[config.mk]
export PLATFORM = sky130hd
export DESIGN_NAME = cv32e40p_scnn_seq_flat
export DESIGN_NICKNAME = d
export VERILOG_FILES = /design/src/rtl/cv32e40p_scnn_pkg.sv /design/src/rtl/cv32e40p_scnn_seq_if.sv /design/src/rtl/cv32e40p_scnn_tile_cnt.sv /design/src/rtl/cv32e40p_scnn_seq.sv /design/src/flat_wrapper.sv
export SDC_FILE = /design/constraint.sdc
export NUM_CORES = 1
export LEC_CHECK = 0
export BUFFER_PORTS_ARGS = -buffer_cell sky130_fd_sc_hd__buf_2
export CAP_MARGIN = 20
export CORE_ASPECT_RATIO = 0.9
export CORE_UTILIZATION = 45
export DETAILED_ROUTE_END_ITERATION = 6
export RECOVER_POWER = 25
export SYNTH_ARGS = -nofsm -noshare
export SYNTH_HDL_FRONTEND = slang
export SYNTH_SLANG_ARGS = --single-unit
[constraint.sdc]
create_clock -name clk -period 16 [get_ports clk]
set_clock_uncertainty 0.2 [all_clocks]
set_input_delay 2.4 -clock clk [delete_from_list [all_inputs] [get_ports clk]]
set_output_delay 2.4 -clock clk [all_outputs]
set_load 0.05 [all_outputs]
[src/rtl/cv32e40p_scnn_pkg.sv]
// Shared types and constants for the SCNN GEMM tile scheduler.
//   scnn_seq_state_e : scheduler FSM states
//   SCNN_FLAG_*      : AGU start-flag encodings
//   TILE_DIM         : output tile edge (4x4 tiles)
//   WB_BEATS_*       : write-back beats per tile for int32 / int8 results
package cv32e40p_scnn_pkg;

    typedef enum logic [2:0] {
        S_IDLE   = 3'd0,
        S_LD_CFG = 3'd1,
        S_LOAD   = 3'd2,
        S_DRAIN  = 3'd3,
        S_WB_CFG = 3'd4,
        S_WB     = 3'd5,
        S_NEXT   = 3'd6
    } scnn_seq_state_e;

    localparam logic [1:0] SCNN_FLAG_IDLE = 2'b00;
    localparam logic [1:0] SCNN_FLAG_LOAD = 2'b10;
    localparam logic [1:0] SCNN_FLAG_WB   = 2'b01;

    localparam int unsigned TILE_DIM     = 4;
    localparam int unsigned WB_BEATS_I32 = 16;
    localparam int unsigned WB_BEATS_I8  = 4;

endpackage

[src/rtl/cv32e40p_scnn_seq_if.sv]
// Scheduler <-> AGU/LSU/MAC bundle.
//   master : the scheduler (drives AGU controls, observes LSU beats and MAC done)
//   slave  : the AGU/LSU/MAC side
interface cv32e40p_scnn_seq_if #(
    parameter int unsigned ADDR_W = 32,
    parameter int unsigned DIM_W  = 16
);
    logic              data_req_i;
    logic              data_gnt_i;
    logic              mac_done_i;
    logic [1:0]        scnn_flag_o;
    logic [ADDR_W-1:0] addr_a_start_o;
    logic [ADDR_W-1:0] addr_b_start_o;
    logic [DIM_W-1:0]  gemm_m_o;
    logic [DIM_W-1:0]  gemm_n_o;
    logic [DIM_W-1:0]  gemm_k_o;
    logic              gemm4x4_active_o;
    logic              gemm_wb_active_o;
    logic              data_type_o;

    modport master (
        input  data_req_i, data_gnt_i, mac_done_i,
        output scnn_flag_o, addr_a_start_o, addr_b_start_o,
               gemm_m_o, gemm_n_o, gemm_k_o,
               gemm4x4_active_o, gemm_wb_active_o, data_type_o
    );

    modport slave (
        output data_req_i, data_gnt_i, mac_done_i,
        input  scnn_flag_o, addr_a_start_o, addr_b_start_o,
               gemm_m_o, gemm_n_o, gemm_k_o,
               gemm4x4_active_o, gemm_wb_active_o, data_type_o
    );
endinterface

[src/rtl/cv32e40p_scnn_tile_cnt.sv]
// Row/column tile counter with wrap and last-tile detect.
//   clr/adv           : restart at tile (0,0) / step to the next tile
//   tiles_m/tiles_n   : tile rows (M/4) and tile columns (N/4)
//   row/col           : current tile indices (registered)
//   row_nxt_c/col_nxt_c, last_c : indices after the next advance, current tile is last
module cv32e40p_scnn_tile_cnt #(
    parameter int unsigned TW = 14
) (
    input  logic          clk,
    input  logic          rst,
    input  logic          clr,
    input  logic          adv,
    input  logic [TW-1:0] tiles_m,
    input  logic [TW-1:0] tiles_n,
    output logic [TW-1:0] row,
    output logic [TW-1:0] col,
    output logic [TW-1:0] row_nxt_c,
    output logic [TW-1:0] col_nxt_c,
    output logic          last_c
);

    logic col_wrap_c;

    // Column wraps at N/4; the row steps only on a column wrap.
    always_comb begin
        col_wrap_c = (col + TW'(1)) == tiles_n;
        col_nxt_c  = col_wrap_c ? '0 : col + TW'(1);
        row_nxt_c  = col_wrap_c ? row + TW'(1) : row;
        last_c     = col_wrap_c && (row_nxt_c == tiles_m);
    end

    // Indices return to (0,0) after the last tile so IDLE shows zeros.
    always_ff @(posedge clk) begin
        if (rst || clr || (adv && last_c)) begin
            row <= '0;
            col <= '0;
        end else if (adv) begin
            row <= row_nxt_c;
            col <= col_nxt_c;
        end
    end

endmodule

[src/rtl/cv32e40p_scnn_seq.sv]
// GEMM tile scheduler for the SCNN AGU: walks an MxN result as 4x4 tiles,
// issuing a load phase (2K beats) and a write-back phase per tile.
//   clk, rst            : clock, synchronous active-high reset
//   start_i, abort_i    : job request (IDLE only) / abort current job
//   cfg_*               : job bases, dimensions, result type
//   agu                 : AGU controls out, LSU req/gnt and MAC done in
//   busy_o              : job in progress
//   done_o, err_o       : one-cycle job-complete / bad-config pulses
//   tile_row_o/col_o    : current tile indices
module cv32e40p_scnn_seq
    import cv32e40p_scnn_pkg::*;
#(
    parameter int unsigned ADDR_W = 32,
    parameter int unsigned DIM_W  = 16
) (
    input  logic                 clk,
    input  logic                 rst,
    input  logic                 start_i,
    input  logic                 abort_i,
    input  logic [ADDR_W-1:0]    cfg_a_base_i,
    input  logic [ADDR_W-1:0]    cfg_b_base_i,
    input  logic [ADDR_W-1:0]    cfg_c_base_i,
    input  logic [DIM_W-1:0]     cfg_m_i,
    input  logic [DIM_W-1:0]     cfg_n_i,
    input  logic [DIM_W-1:0]     cfg_k_i,
    input  logic                 cfg_dtype_i,
    cv32e40p_scnn_seq_if.master  agu,
    output logic                 busy_o,
    output logic                 done_o,
    output logic                 err_o,
    output logic [DIM_W-3:0]     tile_row_o,
    output logic [DIM_W-3:0]     tile_col_o
);

    localparam int unsigned TW = DIM_W - 2;
    localparam int unsigned BW = DIM_W + 1;

    scnn_seq_state_e   state_q;
    logic [ADDR_W-1:0] a_q, b_q, c_q;
    logic [DIM_W-1:0]  m_q, n_q, k_q;
    logic              dtype_q;
    logic [BW-1:0]     beat_q;

    logic              beat_c, cfg_ok_c, ld_last_c, wb_last_c;
    logic              tile_clr_c, tile_adv_c, last_c;
    logic [TW-1:0]     row_nxt_c, col_nxt_c;
    logic [BW-1:0]     wb_target_c;
    logic [ADDR_W-1:0] a_nxt_c, b_nxt_c, wb_off_c, wb_addr_c;

    assign agu.gemm_m_o    = m_q;
    assign agu.gemm_n_o    = n_q;
    assign agu.gemm_k_o    = k_q;
    assign agu.data_type_o = dtype_q;

    // Beat qualification, config check and phase-exit decode.
    always_comb begin
        beat_c      = agu.data_req_i & agu.data_gnt_i;
        cfg_ok_c    = (cfg_m_i != '0) && (cfg_n_i != '0) && (cfg_k_i != '0) &&
                      (cfg_m_i[1:0] == 2'b00) && (cfg_n_i[1:0] == 2'b00);
        wb_target_c = dtype_q ? BW'(WB_BEATS_I8) : BW'(WB_BEATS_I32);
        ld_last_c   = beat_c && ((beat_q + BW'(1)) == {k_q, 1'b0});
        wb_last_c   = beat_c && ((beat_q + BW'(1)) == wb_target_c);
        tile_clr_c  = (state_q == S_IDLE) ? (start_i && !abort_i && cfg_ok_c) : abort_i;
        tile_adv_c  = (state_q == S_NEXT) && !abort_i;
    end

    // Start addresses; modular products are equivalent to full-width truncated.
    always_comb begin
        a_nxt_c  = a_q + ADDR_W'(TILE_DIM) * ADDR_W'(row_nxt_c);
        b_nxt_c  = b_q + ADDR_W'(TILE_DIM) * ADDR_W'(col_nxt_c);
        wb_off_c = ADDR_W'(TILE_DIM) *
                   (ADDR_W'(tile_row_o) * ADDR_W'(n_q) + ADDR_W'(tile_col_o));
        // int32 results occupy four bytes per element
        if (!dtype_q) wb_off_c = wb_off_c << 2;
        wb_addr_c = c_q + wb_off_c;
    end

    cv32e40p_scnn_tile_cnt #(.TW(TW)) u_tile_cnt (
        .clk       (clk),
        .rst       (rst),
        .clr       (tile_clr_c),
        .adv       (tile_adv_c),
        .tiles_m   (m_q[DIM_W-1:2]),
        .tiles_n   (n_q[DIM_W-1:2]),
        .row       (tile_row_o),
        .col       (tile_col_o),
        .row_nxt_c (row_nxt_c),
        .col_nxt_c (col_nxt_c),
        .last_c    (last_c)
    );

    // Scheduler FSM; outputs are registered for the state being entered.
    always_ff @(posedge clk) begin
        if (rst) begin
            state_q              <= S_IDLE;
            beat_q               <= '0;
            a_q                  <= '0;
            b_q                  <= '0;
            c_q                  <= '0;
            m_q                  <= '0;
            n_q                  <= '0;
            k_q                  <= '0;
            dtype_q              <= 1'b0;
            busy_o               <= 1'b0;
            done_o               <= 1'b0;
            err_o                <= 1'b0;
            agu.scnn_flag_o      <= SCNN_FLAG_IDLE;
            agu.addr_a_start_o   <= '0;
            agu.addr_b_start_o   <= '0;
            agu.gemm4x4_active_o <= 1'b0;
            agu.gemm_wb_active_o <= 1'b0;
        end else begin
            agu.scnn_flag_o      <= SCNN_FLAG_IDLE;
            agu.addr_a_start_o   <= '0;
            agu.addr_b_start_o   <= '0;
            agu.gemm4x4_active_o <= 1'b0;
            agu.gemm_wb_active_o <= 1'b0;
            done_o               <= 1'b0;
            err_o                <= 1'b0;
            // abort wins everywhere, including over a start in IDLE
            if (abort_i) begin
                state_q <= S_IDLE;
                busy_o  <= 1'b0;
            end else begin
                case (state_q)
                    S_IDLE: if (start_i) begin
                        a_q     <= cfg_a_base_i;
                        b_q     <= cfg_b_base_i;
                        c_q     <= cfg_c_base_i;
                        m_q     <= cfg_m_i;
                        n_q     <= cfg_n_i;
                        k_q     <= cfg_k_i;
                        dtype_q <= cfg_dtype_i;
                        if (cfg_ok_c) begin
                            state_q            <= S_LD_CFG;
                            busy_o             <= 1'b1;
                            agu.scnn_flag_o    <= SCNN_FLAG_LOAD;
                            agu.addr_a_start_o <= cfg_a_base_i;
                            agu.addr_b_start_o <= cfg_b_base_i;
                        end else begin
                            err_o <= 1'b1;
                        end
                    end
                    S_LD_CFG: begin
                        state_q              <= S_LOAD;
                        beat_q               <= '0;
                        agu.gemm4x4_active_o <= 1'b1;
                    end
                    S_LOAD: begin
                        if (beat_c) beat_q <= beat_q + BW'(1);
                        if (ld_last_c) state_q <= S_DRAIN;
                        else           agu.gemm4x4_active_o <= 1'b1;
                    end
                    S_DRAIN: if (agu.mac_done_i) begin
                        state_q            <= S_WB_CFG;
                        agu.scnn_flag_o    <= SCNN_FLAG_WB;
                        agu.addr_a_start_o <= wb_addr_c;
                    end
                    S_WB_CFG: begin
                        state_q              <= S_WB;
                        beat_q               <= '0;
                        agu.gemm_wb_active_o <= 1'b1;
                    end
                    S_WB: begin
                        if (beat_c) beat_q <= beat_q + BW'(1);
                        if (wb_last_c) state_q <= S_NEXT;
                        else           agu.gemm_wb_active_o <= 1'b1;
                    end
                    S_NEXT: begin
                        if (last_c) begin
                            state_q <= S_IDLE;
                            busy_o  <= 1'b0;
                            done_o  <= 1'b1;
                        end else begin
                            state_q            <= S_LD_CFG;
                            agu.scnn_flag_o    <= SCNN_FLAG_LOAD;
                            agu.addr_a_start_o <= a_nxt_c;
                            agu.addr_b_start_o <= b_nxt_c;
                        end
                    end
                    default: begin
                        state_q <= S_IDLE;
                        busy_o  <= 1'b0;
                    end
                endcase
            end
        end
    end

endmodule

[src/flat_wrapper.sv]
// flat-port wrapper written by rule: the top's interface ports become plain ports
module cv32e40p_scnn_seq_flat import cv32e40p_scnn_pkg::*;
#(
    parameter int unsigned ADDR_W = 32,
    parameter int unsigned DIM_W  = 16
)
  (clk, rst, start_i, abort_i, cfg_a_base_i, cfg_b_base_i, cfg_c_base_i, cfg_m_i, cfg_n_i, cfg_k_i, cfg_dtype_i, busy_o, done_o, err_o, tile_row_o, tile_col_o, agu_data_req_i, agu_data_gnt_i, agu_mac_done_i, agu_scnn_flag_o, agu_addr_a_start_o, agu_addr_b_start_o, agu_gemm_m_o, agu_gemm_n_o, agu_gemm_k_o, agu_gemm4x4_active_o, agu_gemm_wb_active_o, agu_data_type_o);
  cv32e40p_scnn_seq_if #(.ADDR_W(ADDR_W), .DIM_W(DIM_W)) agu_i ();
  input  logic clk;
  input  logic rst;
  input  logic start_i;
  input  logic abort_i;
  input  logic [ADDR_W-1:0] cfg_a_base_i;
  input  logic [ADDR_W-1:0] cfg_b_base_i;
  input  logic [ADDR_W-1:0] cfg_c_base_i;
  input  logic [DIM_W-1:0] cfg_m_i;
  input  logic [DIM_W-1:0] cfg_n_i;
  input  logic [DIM_W-1:0] cfg_k_i;
  input  logic cfg_dtype_i;
  output logic busy_o;
  output logic done_o;
  output logic err_o;
  output logic [DIM_W-3:0] tile_row_o;
  output logic [DIM_W-3:0] tile_col_o;
  input wire logic [$bits(agu_i.data_req_i)-1:0] agu_data_req_i;
  input wire logic [$bits(agu_i.data_gnt_i)-1:0] agu_data_gnt_i;
  input wire logic [$bits(agu_i.mac_done_i)-1:0] agu_mac_done_i;
  output wire logic [$bits(agu_i.scnn_flag_o)-1:0] agu_scnn_flag_o;
  output wire logic [$bits(agu_i.addr_a_start_o)-1:0] agu_addr_a_start_o;
  output wire logic [$bits(agu_i.addr_b_start_o)-1:0] agu_addr_b_start_o;
  output wire logic [$bits(agu_i.gemm_m_o)-1:0] agu_gemm_m_o;
  output wire logic [$bits(agu_i.gemm_n_o)-1:0] agu_gemm_n_o;
  output wire logic [$bits(agu_i.gemm_k_o)-1:0] agu_gemm_k_o;
  output wire logic [$bits(agu_i.gemm4x4_active_o)-1:0] agu_gemm4x4_active_o;
  output wire logic [$bits(agu_i.gemm_wb_active_o)-1:0] agu_gemm_wb_active_o;
  output wire logic [$bits(agu_i.data_type_o)-1:0] agu_data_type_o;
  assign agu_i.data_req_i = agu_data_req_i;
  assign agu_i.data_gnt_i = agu_data_gnt_i;
  assign agu_i.mac_done_i = agu_mac_done_i;
  assign agu_scnn_flag_o = agu_i.scnn_flag_o;
  assign agu_addr_a_start_o = agu_i.addr_a_start_o;
  assign agu_addr_b_start_o = agu_i.addr_b_start_o;
  assign agu_gemm_m_o = agu_i.gemm_m_o;
  assign agu_gemm_n_o = agu_i.gemm_n_o;
  assign agu_gemm_k_o = agu_i.gemm_k_o;
  assign agu_gemm4x4_active_o = agu_i.gemm4x4_active_o;
  assign agu_gemm_wb_active_o = agu_i.gemm_wb_active_o;
  assign agu_data_type_o = agu_i.data_type_o;
  cv32e40p_scnn_seq #(.ADDR_W(ADDR_W), .DIM_W(DIM_W)) u_core (.clk(clk), .rst(rst), .start_i(start_i), .abort_i(abort_i), .cfg_a_base_i(cfg_a_base_i), .cfg_b_base_i(cfg_b_base_i), .cfg_c_base_i(cfg_c_base_i), .cfg_m_i(cfg_m_i), .cfg_n_i(cfg_n_i), .cfg_k_i(cfg_k_i), .cfg_dtype_i(cfg_dtype_i), .agu(agu_i), .busy_o(busy_o), .done_o(done_o), .err_o(err_o), .tile_row_o(tile_row_o), .tile_col_o(tile_col_o));
endmodule
### After elaboration in Yosys (flattened, before gate mapping)

Cells that the tools add are included.

| operators by class | value |
|---|---|
| $add $sub $neg | 7 |
| multiply operators | 1 |
| equality and inequality tests | 17 |
| multiplexer cells | 38 |
| bitwise logic cells | 6 |
| reductions and logical operators | 31 |

Operators with widths:

| operator | count |
|---|---|
| 2-to-1 mux 32 bit | 8 |
| case mux 32 bit (3 select lines) | 1 |
| adder 32 x 16 -> 32 bit | 2 |
| case mux 32 bit (2 select lines) | 1 |
| nonzero test 16 bit | 3 |
| equality test 17 bit | 2 |
| case mux 17 bit (2 select lines) | 1 |
| adder 32 bit | 1 |
| adder 30 x 14 -> 30 bit | 1 |
| multiplier 14 x 16 -> 30 bit | 1 |
| adder 14 x 1 -> 14 bit (second input constant) | 2 |
| equality test 14 bit | 2 |
| 2-to-1 mux 14 bit | 2 |
| case mux 3 bit (7 select lines) | 1 |
| adder 17 x 1 -> 17 bit (second input constant) | 1 |
| 2-to-1 mux 17 bit | 1 |
| 2-to-1 mux 3 bit | 5 |
| logical AND 1 bit | 11 |
| 2-to-1 mux 1 bit | 10 |
| equality test 3 bit (second input constant) | 3 |
| inequality test 2 x 1 -> 1 bit (second input constant) | 4 |
| equality test 3 x 2 -> 1 bit (second input constant) | 2 |
| 2-to-1 mux 2 bit | 3 |
| inequality test 2 bit (second input constant) | 3 |
| 19 further kinds | 29 |

| storage, ports and cells | value |
|---|---|
| register bits after elaboration | 264 |
| input bits | 152 |
| output and inout bits | 148 |
| logic and storage cells | 119 |

### Depth between registers and ports, before layout

| depth | value |
|---|---|
| word-level depth | 9 |
| mapped depth | 35 |
| depth with buffers taken out | 33 |

### Modules after synthesis

A second synthesis with hierarchy kept.

| second synthesis, totals | value |
|---|---|
| cell total of the unflattened synthesis | 2,843 |
| area, all modules | 23,023.3 µm² |

By module, submodules not included:

| module | times used | cells each | area each (µm²) | seq. area each (µm²) |
|---|---|---|---|---|
| cv32e40p_scnn_seq | 1 | 2,516 | 20,453.4 | 4,724.5 |
| cv32e40p_scnn_tile_cnt | 1 | 327 | 2,570.0 | 560.5 |

### Worst setup path after synthesis

OpenSTA, ideal clock, no wires.

| path | value |
|---|---|
| path kind | reg-to-reg |
| start point | reg u_core.u_tile_cnt.row[7] |
| end point | reg u_core.agu.addr_a_start_o[31] |
| library setup time | 125 ps |
| data arrival time | 8,388 ps |
| data required time | 15,675 ps |
| setup slack | 7,287 ps |
| cell stages (with the launch flop) | 32 |
| path buffers | 3 |
| period minus slack after synthesis | 8,713 ps |
| cell sequence | dfxtp_1 clkbuf_1 clkbuf_1 buf_1 nand2_1 fa_1 fa_1 inv_1 fa_1 fa_1 fa_1 inv_1 fa_1 inv_1 ha_1 a21oi_1 nor2b_1 or3_1 o31a_1 o41a_1 a21oi_1 xnor2_1 mux2_2 ha_1 nand3_1 or4b_2 a31oi_1 a211o_1 a21oi_1 xor2_1 xnor2_1 o2bb2ai_1 |

| on the way | value |
|---|---|
| cells in the longest elaborated chain, start to end | 6 |
| elaborated cells between the ends (all ways) | 12 |
| those cells by class | 4 x add/sub; 1 x mul; 1 x eq/ne; 5 x mux; 1 x reduce/logical |

Ends and longest elaborated chain:

| item | RTL line | RTL |
|---|---|---|
| start: declaration | cv32e40p_scnn_tile_cnt.sv:15 | `output logic [TW-1:0] row,` |
| start signal: assignment | cv32e40p_scnn_tile_cnt.sv:38 | `row <= row_nxt_c;` |
| multiplier 14 x 16 -> 30 bit or adder 14 x 1 -> 14 bit (tied branches) | cv32e40p_scnn_seq.sv:72, cv32e40p_scnn_tile_cnt.sv:28 |  |
| adder 30 x 14 -> 30 bit or 2-to-1 mux 14 bit (tied branches) | cv32e40p_scnn_seq.sv:72, cv32e40p_scnn_tile_cnt.sv:28 |  |
| 2-to-1 mux 32 bit or equality test 14 bit (tied branches) | cv32e40p_scnn_seq.sv:74, cv32e40p_scnn_tile_cnt.sv:29 |  |
| adder 32 bit or logical AND 1 bit (tied branches) | cv32e40p_scnn_seq.sv:75, cv32e40p_scnn_tile_cnt.sv:29 |  |
| 2-to-1 mux 32 bit (on tied branches) | cv32e40p_scnn_seq.sv:154, cv32e40p_scnn_seq.sv:170 |  |
| case mux 32 bit (3 select lines) (*) | cv32e40p_scnn_seq.sv:125 | `case (state_q)` |
| end signal: assignment | cv32e40p_scnn_seq.sv:138 | `agu.addr_a_start_o <= cfg_a_base_i;` |
| end signal: assignment | cv32e40p_scnn_seq.sv:157 | `agu.addr_a_start_o <= wb_addr_c;` |
| end signal: assignment | cv32e40p_scnn_seq.sv:177 | `agu.addr_a_start_o <= a_nxt_c;` |
| end: declaration | cv32e40p_scnn_seq_if.sv:23 | `output scnn_flag_o, addr_a_start_o, addr_b_start_o,` |

Mark *: on every way between the ends. The rest lies on a longest branch, timed or not.
A chain may end at the register's enable or synchronous reset.

### Worst setup path after layout

| path | value |
|---|---|
| start point | reg u_core.u_tile_cnt.row[5] |
| end point | reg u_core.agu.addr_a_start_o[30] |

Same word-level chain as after synthesis.

==> results.md <==
Global route:
- The global routing usage summed across all routing layers is 0.293.
- Entering global routing, the biggest net connects 87 pins.
- For this run the aggregate overflow at the end of global routing stands at 0.
- The number of antenna violations at the first check in global routing is 5.
- The via count of the first global-routing pass is 20100.
- The wire length of the first global-routing pass is around 120000 µm.

Floorplanning:
- During I/O placement, the number of pins put on the boundary was 300.
- The x dimension of the die is 238 µm.
- The die covers between 50000 and 60000 µm².
- The core footprint is 49300 µm².
- The height of the chip is 215 µm.
- The initialized floorplan defines 77 standard-cell rows.
- For this configuration, the core starts out at a cell density of 0.458.

Layout:
- Measured on the finished design, the core utilization comes to 0.519.
- From synthesis to final layout, the design area changed by 13.2%.
- The final layout net count is about 3500.
- The fraction of layout cells with a size suffix above 1 is 0.107.
- Summing all non-filler instances in the final layout gives an area of 25600 µm².

Synth:
- The Yosys step of the flow raised 0 warnings.
- After synthesis, the share of flip-flops with an asynchronous set or reset is 0.
- The average cell area after synthesis is 8.13 µm².
- After synthesis the cells add up to 22600 µm².
- The number of nets produced by synthesis is 3268.
- The sequential share of the synthesized area is 0.234.
- Synthesis handed over a netlist of approximately 2800 instances.
- The number of enable-type register cells in the synthesized netlist is 0.
- The dominant synthesized flop cell is sky130_fd_sc_hd__dfxtp_1.
- In this run, synthesis produced a sequential element count of 264.
- The number of different library cells used by synthesis comes to 85.

Placed design:
- The pre-CTS setup slack is 7050 ps.
- At the end of routability-driven placement, the weighted congestion stood at 0.917.
- Buffers placed on the I/O ports in this run total between 200 and 300.
- The detailed-placement wirelength estimate is about 58000 µm.
- Summing all placed instances gives a cell area of 24600 µm².

Critical path:
- Broken down by cell family, the worst path's largest delay share belongs to adder cells.
- The number of buffer and inverter stages on the critical path is 1.
- The critical path endpoint category is a flip-flop.
- On the critical path, the stage with the largest delay is an instance of sky130_fd_sc_hd__dfxtp_1.
- The worst register-to-register path begins at u_core.u_tile_cnt.row[5].
- The signal arrival time at the worst endpoint is approximately 9400 ps.
- The critical path class is flip-flop to flip-flop.
- The delay of the slowest cell on the worst path is 960 ps.
- Measured in cells, the most critical reg-to-reg path has a length of 28.
- The reg-to-reg endpoint is u_core.agu.addr_a_start_o[30].
- Along the worst path, the maximum fanout reaches 25.
- The flop-to-flop setup slack is around 7000 ps.
- At the worst endpoint, the required time is 16240 ps.
- The category of the worst setup path launch point is a flip-flop.

Power and ir drop:
- The register share of total power is 0.426.
- For this design the static power due to leakage is 11.5 nW.
- The internal power of the cells totals 1.19 mW.
- The relative contribution of combinational cells to total power is 0.097.
- The total net switching power is 0.443 mW.
- For this design the ratio of total power to cell area is 64.0 nW/µm².
- The worst vdd rail ir drop is 0.0686 mV.
- Of the total power, the share spent switching nets is 0.271.
- The share of total power dissipated in the clock network is 0.477.

STA:
- The final cycle utilization of the critical path is 0.569.
- Setup repair after global routing left no endpoint under its margin.
- The least setup slack across all paths after layout is 6890 ps.
- At the pin with the least slew margin, the transition time is 1140 ps.
- In the final timing run, aggregate negative setup slack is 0 ps.
- Setup violations remaining at the end of the flow were counted as 0.
- Headroom to the max-slew limit came out at 0.242.
- The timing-limited maximum frequency is 110 MHz.
- The minimum period implied by the final worst setup slack is between 9000 and 10000 ps.
- The final count of pins violating max slew was 0.
- The number of hold violations in the final report is 0.
- The smallest hold slack is 258 ps.

Drt:
- In the final routed layout, each cell accounts on average for 20.4 µm.
- The total DRC errors in the routed layout is 0.
- The via total after detailed routing is 20600.
- The first routing iteration left 1538 violations.
- The routed wire length is roughly 75000 µm.
- Dividing the detail-routed via count by the number of cells gives between 5 and 6.
- The detail route stage leaves a number of antenna-violating nets equal to 0.
- The iteration count of the initial detailed-routing pass is 7.

Worst hold path:
- The worst hold path begins at u_core.a_q[0].
- The tightest min-delay check is of the flip-flop to flip-flop type.
- Counting instances, the worst hold path has a depth of 2.
- The worst hold path terminates at u_core.a_q[0].

Clock tree:
- Gates resized during post-CTS repair numbered 0.
- The cell chosen for the clock root is sky130_fd_sc_hd__clkbuf_16.
- The clock tree synthesis step divided the H-tree into 2 levels.
- Counting every sink on the clock net gives approximately 260.
- The maximum clock insertion buffer count is 3.
- The clock tree from TritonCTS is built.
- After clock tree synthesis, the flow added hold-fix buffers numbering 0.
- The clock insertion delay at the later pin of the skew report is 550 ps.
- The CTS buffer count is 34.
- The number of setup buffers added after CTS is 0.
- Clock-pin slew was measured on the worst setup and hold paths at 60 ps.

Outcome:
- The run finished with clean final reports.

Run:
- The reported max-cap violation count is 0.
sequential cells by signal, summed over array words and instances, names as in the netlist:
signal,cells
u_core.agu.data_type_o,1
u_core.agu.gemm_m_o,16
u_core.u_tile_cnt.row,14
u_core.state_q,3
u_core.busy_o,1
u_core.agu.scnn_flag_o,2
u_core.agu.gemm_n_o,16
u_core.err_o,1
u_core.agu.addr_b_start_o,32
u_core.c_q,32
u_core.b_q,32
u_core.agu.gemm_wb_active_o,1
u_core.agu.gemm4x4_active_o,1
u_core.a_q,32
u_core.agu.addr_a_start_o,32
u_core.done_o,1
u_core.u_tile_cnt.col,14
u_core.agu.gemm_k_o,16
u_core.beat_q,17
worst max path at each step:
| stage | startpoint | to | slack (ps) | depth (start not counted) |
|---|---|---|---|---|
| 2_1_floorplan | u_core.u_tile_cnt.row[7] | u_core.agu.addr_a_start_o[31] | 7290 | 31 |
| 3_3_place_gp | u_core.u_tile_cnt.row[5] | u_core.agu.addr_a_start_o[30] | 7200 | 28 |
| 3_5_place_dp | u_core.u_tile_cnt.row[5] | u_core.agu.addr_a_start_o[30] | 7050 | 28 |
| 4_1_cts | u_core.agu.gemm_n_o[10] | u_core.agu.addr_a_start_o[30] | 7020 | 29 |
| 5_1_grt | u_core.u_tile_cnt.row[5] | u_core.agu.addr_a_start_o[29] | 6520 | 27 |
| 6_report | u_core.u_tile_cnt.row[5] | u_core.agu.addr_a_start_o[30] | 6890 | 28 |
through the flow:
stage	power, mW	cells
final	1.64	3685
after global routing	1.69	3681
after CTS	1.65	3680
after detailed placement	0.871	3620
after global placement	0.868	3619
after floorplan	0.805	2777
power groups by stage:
| stage | registers [mW] | logic (mW) | clock network [mW] |
|---|---|---|---|
| 2_1_floorplan | 0.724 | 0.0810 | 0 |
| 3_3_place_gp | 0.711 | 0.157 | 0 |
| 3_5_place_dp | 0.712 | 0.159 | 0 |
| 4_1_cts | 0.698 | 0.159 | 0.794 |
| 5_1_grt | 0.700 | 0.172 | 0.822 |
| 6_report | 0.698 | 0.159 | 0.780 |
cells by family (layout without fill, tap and decap cells):
family	count (synthesis)	in the layout	synth area share
muxes	20	20	0.00953
and+or+nand+nor	1043	1043	0.218
AOI/OAI and AO/OA	564	564	0.155
adders and majority gates	339	339	0.248
buffers and inverters	363	596	0.0626
xor gates and xnor gates	184	184	0.0732
DFF	264	264	0.234
other	0	4	0
worst min-delay path, stage by stage (launching register included):
cell and delay [ps]:
sky130_fd_sc_hd__dfxtp_1 310, sky130_fd_sc_hd__nand2_1 50, sky130_fd_sc_hd__a21oi_1 50
routing by layer:
metal,GRT usage,share of wire,up-vias
met5,0.0208,0.0023,-
met4,0.0827,0.027,6
met3,0.0564,0.073,116
met2,0.474,0.46,787
met1,0.396,0.44,9921
li1,-,-,9757
cell usage in the layout (no fill, tap or decap), types with 25 or more instances in the layout:
cell type	netlist	routed
sky130_fd_sc_hd__fa_1	182	182
sky130_fd_sc_hd__ha_1	157	157
sky130_fd_sc_hd__inv_1	205	205
sky130_fd_sc_hd__dfxtp_1	264	264
sky130_fd_sc_hd__o21ai_0	87	86
sky130_fd_sc_hd__nand3_1	60	60
sky130_fd_sc_hd__buf_4	5	31
sky130_fd_sc_hd__nor3_1	48	46
sky130_fd_sc_hd__xor2_1	78	78
sky130_fd_sc_hd__nor2_1	123	121
sky130_fd_sc_hd__o22ai_1	31	31
sky130_fd_sc_hd__clkbuf_1	130	108
sky130_fd_sc_hd__a21o_1	33	33
sky130_fd_sc_hd__nand4_1	25	25
sky130_fd_sc_hd__a22oi_1	32	32
sky130_fd_sc_hd__xnor2_1	103	103
sky130_fd_sc_hd__nand2_1	520	520
sky130_fd_sc_hd__clkbuf_16	0	35
sky130_fd_sc_hd__a21oi_1	241	241
sky130_fd_sc_hd__and2_1	134	134
sky130_fd_sc_hd__buf_2	14	200
area by class of cell:
class                   instances  area [µm²]
multi-input cells            2150       15900
clock inverters                13         161
diodes                          4        10.0
clock buffers                  47         951
inverters                     205         769
flip-flops and latches        264        5290
well taps                     671         840
fillers                      4815       23800
repair buffers                331        1630
Yosys cell counts (6+ instances only):
master / count / area (µm²)
sky130_fd_sc_hd__a211o_1: 12 / 105
sky130_fd_sc_hd__a211oi_1: 11 / 82.6
sky130_fd_sc_hd__a21o_1: 33 / 248
sky130_fd_sc_hd__a21oi_1: 241 / 1210
sky130_fd_sc_hd__a22oi_1: 32 / 240
sky130_fd_sc_hd__a31oi_1: 12 / 75.1
sky130_fd_sc_hd__a32o_1: 12 / 120
sky130_fd_sc_hd__and2_1: 134 / 838
sky130_fd_sc_hd__and3_1: 23 / 144
sky130_fd_sc_hd__and4_1: 8 / 70.1
sky130_fd_sc_hd__buf_1: 6 / 22.5
sky130_fd_sc_hd__buf_2: 14 / 70.1
sky130_fd_sc_hd__clkbuf_1: 130 / 488
sky130_fd_sc_hd__dfxtp_1: 264 / 5290
sky130_fd_sc_hd__fa_1: 182 / 3640
sky130_fd_sc_hd__ha_1: 157 / 1960
sky130_fd_sc_hd__inv_1: 205 / 769
sky130_fd_sc_hd__mux2_2: 12 / 135
sky130_fd_sc_hd__mux2i_1: 8 / 80.1
sky130_fd_sc_hd__nand2_1: 520 / 1950
sky130_fd_sc_hd__nand2b_1: 17 / 106
sky130_fd_sc_hd__nand3_1: 60 / 300
sky130_fd_sc_hd__nand3b_1: 7 / 52.6
sky130_fd_sc_hd__nand4_1: 25 / 156
sky130_fd_sc_hd__nor2_1: 123 / 462
sky130_fd_sc_hd__nor2b_1: 21 / 131
sky130_fd_sc_hd__nor3_1: 48 / 240
sky130_fd_sc_hd__nor4_1: 20 / 125
sky130_fd_sc_hd__o211ai_1: 7 / 52.6
sky130_fd_sc_hd__o21a_1: 8 / 60.1
sky130_fd_sc_hd__o21ai_0: 87 / 435
sky130_fd_sc_hd__o21bai_1: 14 / 105
sky130_fd_sc_hd__o22ai_1: 31 / 194
sky130_fd_sc_hd__o31ai_1: 7 / 52.6
sky130_fd_sc_hd__or2_2: 6 / 37.5
sky130_fd_sc_hd__or3_1: 7 / 43.8
sky130_fd_sc_hd__xnor2_1: 103 / 902
sky130_fd_sc_hd__xor2_1: 78 / 683
Note: power is estimated with default switching activity, not from simulation.
